===== src/rtl/wb_pkg.sv =====
// wb_pkg: shared writeback request type, the r0 constant and the write-request qualifier.
package wb_pkg;
  localparam int WB_DATA_W = 32;
  localparam int WB_ADDR_W = 5;
  localparam logic [WB_ADDR_W-1:0] REG_ZERO = '0;
  typedef struct packed {
    logic                 live;
    logic [WB_ADDR_W-1:0] addr;
    logic [WB_DATA_W-1:0] data;
  } wb_req_t;
  function automatic logic is_write(input logic valid, input logic [WB_ADDR_W-1:0] addr);
    return valid && addr != REG_ZERO;
  endfunction
endpackage


===== src/rtl/writeback_arbiter_if.sv =====
// writeback_arbiter_if: MEM/MDU result inputs, register-file write port, forwarding and hazard query.
interface writeback_arbiter_if #(
  parameter int DATA_W = 32,
  parameter int ADDR_W = 5,
  parameter int QDEPTH = 4
);
  localparam int CW = $clog2(QDEPTH) + 1;
  logic [ADDR_W-1:0] mem_wb_regdest;
  logic              mem_wb_writereg;
  logic [DATA_W-1:0] mem_wb_wbvalue;
  logic              mdu_wb_valid;
  logic [ADDR_W-1:0] mdu_wb_regdest;
  logic [DATA_W-1:0] mdu_wb_wbvalue;
  logic              mdu_wb_ready;
  logic              wb_reg_en;
  logic [ADDR_W-1:0] wb_reg_addr;
  logic [DATA_W-1:0] wb_reg_data;
  logic              wb_fw_writereg;
  logic [ADDR_W-1:0] wb_fw_regdest;
  logic [DATA_W-1:0] wb_fw_wbvalue;
  logic [ADDR_W-1:0] hz_query_addr;
  logic              hz_pending;
  logic [CW-1:0]     wb_queue_count;
  modport slave (
    input  mem_wb_regdest, mem_wb_writereg, mem_wb_wbvalue,
           mdu_wb_valid, mdu_wb_regdest, mdu_wb_wbvalue, hz_query_addr,
    output mdu_wb_ready, wb_reg_en, wb_reg_addr, wb_reg_data,
           wb_fw_writereg, wb_fw_regdest, wb_fw_wbvalue, hz_pending, wb_queue_count
  );
  modport master (
    output mem_wb_regdest, mem_wb_writereg, mem_wb_wbvalue,
           mdu_wb_valid, mdu_wb_regdest, mdu_wb_wbvalue, hz_query_addr,
    input  mdu_wb_ready, wb_reg_en, wb_reg_addr, wb_reg_data,
           wb_fw_writereg, wb_fw_regdest, wb_fw_wbvalue, hz_pending, wb_queue_count
  );
endinterface


===== src/rtl/wb_kill_fifo.sv =====
// wb_kill_fifo: circular queue of MDU results whose entries can be killed in parallel by address.
module wb_kill_fifo
  import wb_pkg::*;
#(
  parameter int QDEPTH = 4,
  localparam int CW = $clog2(QDEPTH) + 1,
  localparam int PW = $clog2(QDEPTH)
) (
  input  logic                 clock,
  input  logic                 reset,
  input  logic                 push,
  input  wb_req_t              push_req,
  input  logic                 pop,
  input  logic                 kill_en,
  input  logic [WB_ADDR_W-1:0] kill_addr,
  input  logic [WB_ADDR_W-1:0] match_addr,
  output wb_req_t              head,
  output logic [CW-1:0]        count,
  output logic                 full,
  output logic                 match
);
  wb_req_t       mem_q [QDEPTH];
  wb_req_t       mem_d [QDEPTH];
  logic [PW-1:0] rd_q, rd_d, wr_q, wr_d;
  logic [CW-1:0] count_q, count_d;
  // Popped slots lose their live bit, so live always implies occupied.
  always_comb begin
    mem_d = mem_q;
    for (int i = 0; i < QDEPTH; i++)
      if (kill_en && mem_q[i].addr == kill_addr) mem_d[i].live = 1'b0;
    if (pop) mem_d[rd_q].live = 1'b0;
    if (push) begin
      mem_d[wr_q] = push_req;
      mem_d[wr_q].live = push_req.live && !(kill_en && push_req.addr == kill_addr);
    end
    rd_d    = rd_q + PW'(pop);
    wr_d    = wr_q + PW'(push);
    count_d = count_q + CW'(push) - CW'(pop);
  end
  always_ff @(posedge clock or posedge reset) begin
    if (reset) begin
      for (int i = 0; i < QDEPTH; i++) mem_q[i] <= '0;
      rd_q    <= '0;
      wr_q    <= '0;
      count_q <= '0;
    end else begin
      mem_q   <= mem_d;
      rd_q    <= rd_d;
      wr_q    <= wr_d;
      count_q <= count_d;
    end
  end
  always_comb begin
    match = 1'b0;
    for (int i = 0; i < QDEPTH; i++)
      match = match || (mem_q[i].live && mem_q[i].addr == match_addr);
    match = match && match_addr != REG_ZERO;
  end
  assign head  = mem_q[rd_q];
  assign count = count_q;
  assign full  = count_q == CW'(QDEPTH);
endmodule


===== src/rtl/writeback_arbiter.sv =====
// writeback_arbiter: merges the never-stalling MEM result and queued MDU results onto one
// register-file write port, MEM first, with same-cycle forwarding and a decode hazard query.
module writeback_arbiter
  import wb_pkg::*;
#(
  parameter int DATA_W = WB_DATA_W,
  parameter int ADDR_W = WB_ADDR_W,
  parameter int QDEPTH = 4,
  localparam int CW = $clog2(QDEPTH) + 1
) (
  input logic                clock,
  input logic                reset,
  writeback_arbiter_if.slave bus
);
  wb_req_t           head, push_req;
  logic              mem_sel, head_sel, pop, push, full;
  logic [CW-1:0]     count;
  logic [ADDR_W-1:0] sel_addr;
  logic [DATA_W-1:0] sel_data;
  logic              wb_en_q, wb_en_d;
  logic [ADDR_W-1:0] wb_addr_q, wb_addr_d;
  logic [DATA_W-1:0] wb_data_q, wb_data_d;
  // A live head waits behind MEM; a dead head is discarded regardless.
  always_comb begin
    mem_sel   = is_write(bus.mem_wb_writereg, bus.mem_wb_regdest);
    head_sel  = !mem_sel && count != '0 && head.live;
    pop       = count != '0 && !(mem_sel && head.live);
    push      = is_write(bus.mdu_wb_valid && bus.mdu_wb_ready, bus.mdu_wb_regdest);
    push_req  = '{live: 1'b1, addr: bus.mdu_wb_regdest, data: bus.mdu_wb_wbvalue};
    sel_addr  = mem_sel ? bus.mem_wb_regdest : head.addr;
    sel_data  = mem_sel ? bus.mem_wb_wbvalue : head.data;
    wb_en_d   = mem_sel || head_sel;
    wb_addr_d = wb_en_d ? sel_addr : wb_addr_q;
    wb_data_d = wb_en_d ? sel_data : wb_data_q;
  end
  always_ff @(posedge clock or posedge reset) begin
    if (reset) begin
      wb_en_q   <= 1'b0;
      wb_addr_q <= '0;
      wb_data_q <= '0;
    end else begin
      wb_en_q   <= wb_en_d;
      wb_addr_q <= wb_addr_d;
      wb_data_q <= wb_data_d;
    end
  end
  wb_kill_fifo #(.QDEPTH(QDEPTH)) u_fifo (
    .clock      (clock),
    .reset      (reset),
    .push       (push),
    .push_req   (push_req),
    .pop        (pop),
    .kill_en    (mem_sel),
    .kill_addr  (bus.mem_wb_regdest),
    .match_addr (bus.hz_query_addr),
    .head       (head),
    .count      (count),
    .full       (full),
    .match      (bus.hz_pending)
  );
  assign bus.mdu_wb_ready   = !full;
  assign bus.wb_reg_en      = wb_en_q;
  assign bus.wb_reg_addr    = wb_addr_q;
  assign bus.wb_reg_data    = wb_data_q;
  assign bus.wb_fw_writereg = wb_en_d;
  assign bus.wb_fw_regdest  = sel_addr;
  assign bus.wb_fw_wbvalue  = sel_data;
  assign bus.wb_queue_count = count;
endmodule

===== src/flat_wrapper.sv =====
// flat-port wrapper written by rule: the top's interface ports become plain ports
module writeback_arbiter_flat import wb_pkg::*;
#(
  parameter int DATA_W = WB_DATA_W,
  parameter int ADDR_W = WB_ADDR_W,
  parameter int QDEPTH = 4,
  localparam int CW = $clog2(QDEPTH) + 1
)
  (clock, reset, bus_mem_wb_regdest, bus_mem_wb_writereg, bus_mem_wb_wbvalue, bus_mdu_wb_valid, bus_mdu_wb_regdest, bus_mdu_wb_wbvalue, bus_hz_query_addr, bus_mdu_wb_ready, bus_wb_reg_en, bus_wb_reg_addr, bus_wb_reg_data, bus_wb_fw_writereg, bus_wb_fw_regdest, bus_wb_fw_wbvalue, bus_hz_pending, bus_wb_queue_count);
  writeback_arbiter_if #(.DATA_W(DATA_W), .ADDR_W(ADDR_W), .QDEPTH(QDEPTH)) bus_i ();
  input logic clock;
  input logic reset;
  input wire logic [$bits(bus_i.mem_wb_regdest)-1:0] bus_mem_wb_regdest;
  input wire logic [$bits(bus_i.mem_wb_writereg)-1:0] bus_mem_wb_writereg;
  input wire logic [$bits(bus_i.mem_wb_wbvalue)-1:0] bus_mem_wb_wbvalue;
  input wire logic [$bits(bus_i.mdu_wb_valid)-1:0] bus_mdu_wb_valid;
  input wire logic [$bits(bus_i.mdu_wb_regdest)-1:0] bus_mdu_wb_regdest;
  input wire logic [$bits(bus_i.mdu_wb_wbvalue)-1:0] bus_mdu_wb_wbvalue;
  input wire logic [$bits(bus_i.hz_query_addr)-1:0] bus_hz_query_addr;
  output wire logic [$bits(bus_i.mdu_wb_ready)-1:0] bus_mdu_wb_ready;
  output wire logic [$bits(bus_i.wb_reg_en)-1:0] bus_wb_reg_en;
  output wire logic [$bits(bus_i.wb_reg_addr)-1:0] bus_wb_reg_addr;
  output wire logic [$bits(bus_i.wb_reg_data)-1:0] bus_wb_reg_data;
  output wire logic [$bits(bus_i.wb_fw_writereg)-1:0] bus_wb_fw_writereg;
  output wire logic [$bits(bus_i.wb_fw_regdest)-1:0] bus_wb_fw_regdest;
  output wire logic [$bits(bus_i.wb_fw_wbvalue)-1:0] bus_wb_fw_wbvalue;
  output wire logic [$bits(bus_i.hz_pending)-1:0] bus_hz_pending;
  output wire logic [$bits(bus_i.wb_queue_count)-1:0] bus_wb_queue_count;
  assign bus_i.mem_wb_regdest = bus_mem_wb_regdest;
  assign bus_i.mem_wb_writereg = bus_mem_wb_writereg;
  assign bus_i.mem_wb_wbvalue = bus_mem_wb_wbvalue;
  assign bus_i.mdu_wb_valid = bus_mdu_wb_valid;
  assign bus_i.mdu_wb_regdest = bus_mdu_wb_regdest;
  assign bus_i.mdu_wb_wbvalue = bus_mdu_wb_wbvalue;
  assign bus_i.hz_query_addr = bus_hz_query_addr;
  assign bus_mdu_wb_ready = bus_i.mdu_wb_ready;
  assign bus_wb_reg_en = bus_i.wb_reg_en;
  assign bus_wb_reg_addr = bus_i.wb_reg_addr;
  assign bus_wb_reg_data = bus_i.wb_reg_data;
  assign bus_wb_fw_writereg = bus_i.wb_fw_writereg;
  assign bus_wb_fw_regdest = bus_i.wb_fw_regdest;
  assign bus_wb_fw_wbvalue = bus_i.wb_fw_wbvalue;
  assign bus_hz_pending = bus_i.hz_pending;
  assign bus_wb_queue_count = bus_i.wb_queue_count;
  writeback_arbiter #(.DATA_W(DATA_W), .ADDR_W(ADDR_W), .QDEPTH(QDEPTH)) u_core (.clock(clock), .reset(reset), .bus(bus_i));
endmodule

===== config.mk =====
export PLATFORM = sky130hd
export DESIGN_NAME = writeback_arbiter_flat
export DESIGN_NICKNAME = d
export VERILOG_FILES = /design/src/rtl/wb_pkg.sv /design/src/rtl/writeback_arbiter_if.sv /design/src/rtl/wb_kill_fifo.sv /design/src/rtl/writeback_arbiter.sv /design/src/flat_wrapper.sv
export SDC_FILE = /design/constraint.sdc
export NUM_CORES = 1
export LEC_CHECK = 0
export CAP_MARGIN = 20
export CORE_ASPECT_RATIO = 0.7
export CORE_UTILIZATION = 50
export DETAILED_ROUTE_END_ITERATION = 12
export GPL_TIMING_DRIVEN = 1
export PLACE_DENSITY = 0.76
export SLEW_MARGIN = 15
export SYNTH_ARGS = -nofsm -noshare
export SYNTH_HDL_FRONTEND = slang
export SYNTH_SLANG_ARGS = --single-unit

===== constraint.sdc =====
create_clock -name clock -period 7.3 [get_ports clock]
set_input_delay 1.46 -clock clock [delete_from_list [all_inputs] [get_ports clock]]
set_output_delay 1.46 -clock clock [all_outputs]
set_load 0.1 [all_outputs]

==> results.tsv <==
stage	metric	value	unit
floorplan	initial_core_util	52.1	%
timing	hold_viol_final	0	
logic_synthesis	synth_top_flop_cell	dfrtp_1	
floorplan	core	18400	um2
logic_synthesis	synth-edff-count	0	
placed_design	routabilityCongestion	0.936	
setup_path	path_max_fanout	23	
clock_tree	cts_buffers	17	
logic_synthesis	syn_area	9560	um2
logic_synthesis	synth_async_sr_flop_share	100	%
route	wl_met1	10700	um
timing	setup_tns	0	ns
global_route	antenna_found_initial	0	
timing	fin_crit_sh	76.5	%
route	top_layer_used	met4	
timing	setup_violations	0	
route	vias	6091	
setup_path	critPathLaunchType	input port	
route	post_drt_wl_per_cell	20.8	um
placed_design	dp_hpwl	15100	um
clock_tree	htreeDepth	4	
setup_path	end_kind	output pin	
cells_and_area	nFillCells	1344	
logic_synthesis	synthDistinctLibCells	43	
logic_synthesis	seq_area_frac_synth	51.6	%
logic_synthesis	synth-xor-area-share	4.49	%
global_route	grt_pass1_wl	36700	um
floorplan	chipWidth	167	um
clock_tree	clk_path_buf_depth	2	
cells_and_area	fin_nets	924	
logic_synthesis	synth_compound_area_share	1.62	%
setup_path	arrival	4.13	ns
logic_synthesis	avgSynthCellArea	13.8	um2
route	dr.pass1.iters	4	
run_status	status	finished, final reports clean	
clock_tree	clkLatencyLatePin	0.43	ns
logic_synthesis	synth_cells	695	
global_route	grt_util_all_layers	24.2	%
clock_tree	ctsRootBufferMaster	clkbuf_16	
cells_and_area	layout_commonest_cell	dfrtp_1	
route	wl_met2	10600	um
logic_synthesis	synthAdderAreaFrac	0.471	%
placed_design	io_buffers	163	
clock_tree	cts_tree	yes	
timing	grt_setup_unrepaired	no	
floorplan	ioPinCount	164	
logic_synthesis	yosys.area_share.simple	6.88	%
logic_synthesis	synth.area.mux_share	31.5	%
global_route	grt_max_degree	128	
logic_synthesis	synth_top_family_by_area	multiplexers	
clock_tree	clk_pin_slew	0.07	ns
route	routed_wl	22500	um
clock_tree	cts_setup_buffers	0	
logic_synthesis	syn_nets	781	
timing	relSlewSlack	31.6	%
clock_tree	clock-sinks	197	
clock_tree	postCtsHoldBufs	0	
floorplan	fp-row-count	41	
cells_and_area	area_growth	22.9	%
timing	drv_slew	0	
setup_path	critPathKind	in -> out	
floorplan	die_y	118	um
cells_and_area	final_cell_mix	195 x dfrtp_1, 133 x mux2_2, 125 x clkdlybuf4s50_1, 116 x nand2_1, 48 x buf_4	
cells_and_area	drive_above_1_share	33.8	%
global_route	grt_pass1_vias	6505	
logic_synthesis	ys_ff_latch	197	
global_route	gr-total-overflow	0	
run	maxCapViolCount	0	
timing	worst_slew_pin_slew	1.02	ns
route	drc_errors	0	
route	via_per_inst	5.61	
route	ant_nets	0	
logic_synthesis	ys_warn_count	0	
setup_path	worstPathRequired	5.84	ns
worst_hold_path	holdCritPathClass	reg -> reg	
route	drt_iter0_markers	349	
timing	max_freq	0.179	GHz
floorplan	dieArea	19700	um2
timing	fin_crit	5.59	ns
clock_tree	ctsResizeCount	0	
route	met3_length	1110	um
timing	fin_skew	0.0112	ns
worst paths after layout:
check	start	end	slack [ns]	depth (start not counted)
max in group asynchronous	reset	u_core.u_fifo.mem_q[101]	4.20	3
worst max-delay path	bus_mem_wb_regdest[2]	bus_wb_fw_wbvalue[4]	1.71	7
worst min-delay path	u_core.bus.wb_reg_data[26]	u_core.bus.wb_reg_data[26]	0.49	1
worst max register to register	u_core.u_fifo.rd_q[0]	u_core.u_fifo.count[2]	4.00	9
worst min register to register	u_core.bus.wb_reg_data[26]	u_core.bus.wb_reg_data[26]	0.49	1
min in group asynchronous	reset	u_core.u_fifo.mem_q[45]	1.58	2
registers in the layout (all words and copies together) (netlist names):
register                count
u_core.u_fifo.wr_q          2
u_core.bus.wb_reg_en        1
u_core.u_fifo.rd_q          2
u_core.bus.wb_reg_data     32
u_core.u_fifo.mem_q       152
u_core.bus.wb_reg_addr      5
u_core.u_fifo.count         3
synth_stat cells, drive strengths merged (2+ instances only):
cell type,instances,area share (%)
dfrtp,197,52
mux2,180,22
nand2,116,4.6
mux4,38,9.0
buf,35,2.8
xor2,31,2.8
xnor2,18,1.6
clkbuf,14,0.55
nand3,8,0.42
nor2,6,0.24
nor4,6,0.39
a31oi,5,0.33
nor3,5,0.26
inv,4,0.16
nand4,3,0.20
o21ai,3,0.31
a21oi,2,0.10
ha,2,0.26
mux2i,2,0.21
nand2b,2,0.13
o21a,2,0.16
or4,2,0.20
cell families after synthesis:
kind of cell    count (synthesis)
compound gates                 19
xor+xnor                       49
fa+ha+maj                       3
buf+inv                        53
flops                         197
mux                           220
simple gates                  154
per-layer routing:
metal / up-vias / global-route usage [%]
li1: 2743 / -
met1: 3159 / 34.8
met2: 171 / 37.7
met3: 18 / 5.48
met4: 0 / 5.56
met5: - / 0
through the flow:
stage	hold slack, ns	util, %	worst slack, ns	cells	area, um2
6_report	0.493	64.0	1.71	1086	11700
5_1_grt	0.512	64.0	1.55	1085	11700
2_1_floorplan	0.474	-	0.471	695	9560
3_5_place_dp	0.474	60.9	1.71	1055	11200
4_1_cts	0.499	64.0	1.70	1085	11700
3_3_place_gp	0.466	60.9	1.75	1055	11200
critical path: stages:
cell and delay (ns):
clkdlybuf4s50_1 0.61, or4_4 0.62, o21ai_4 0.49, buf_4 0.42, nand2_1 0.11, nand2_1 0.10
buf_4 0.29
area by class of cell:
| class | instances | area [um2] | area share, % |
|---|---|---|---|
| clock buffer | 19 | 443 | 3.77 |
| timing repair buffer | 173 | 1610 | 13.7 |
| antenna | 1 | 2.50 | 0.0213 |
| multi-input combinational | 445 | 4320 | 36.7 |
| tap | 236 | 295 | 2.51 |
| inverter | 4 | 22.5 | 0.192 |
| sequential | 197 | 4930 | 42.0 |
| clock inverter | 11 | 126 | 1.08 |
Power is not shown: default switching activity piles up to over one toggle a cycle in this logic, so the estimate is an artifact.
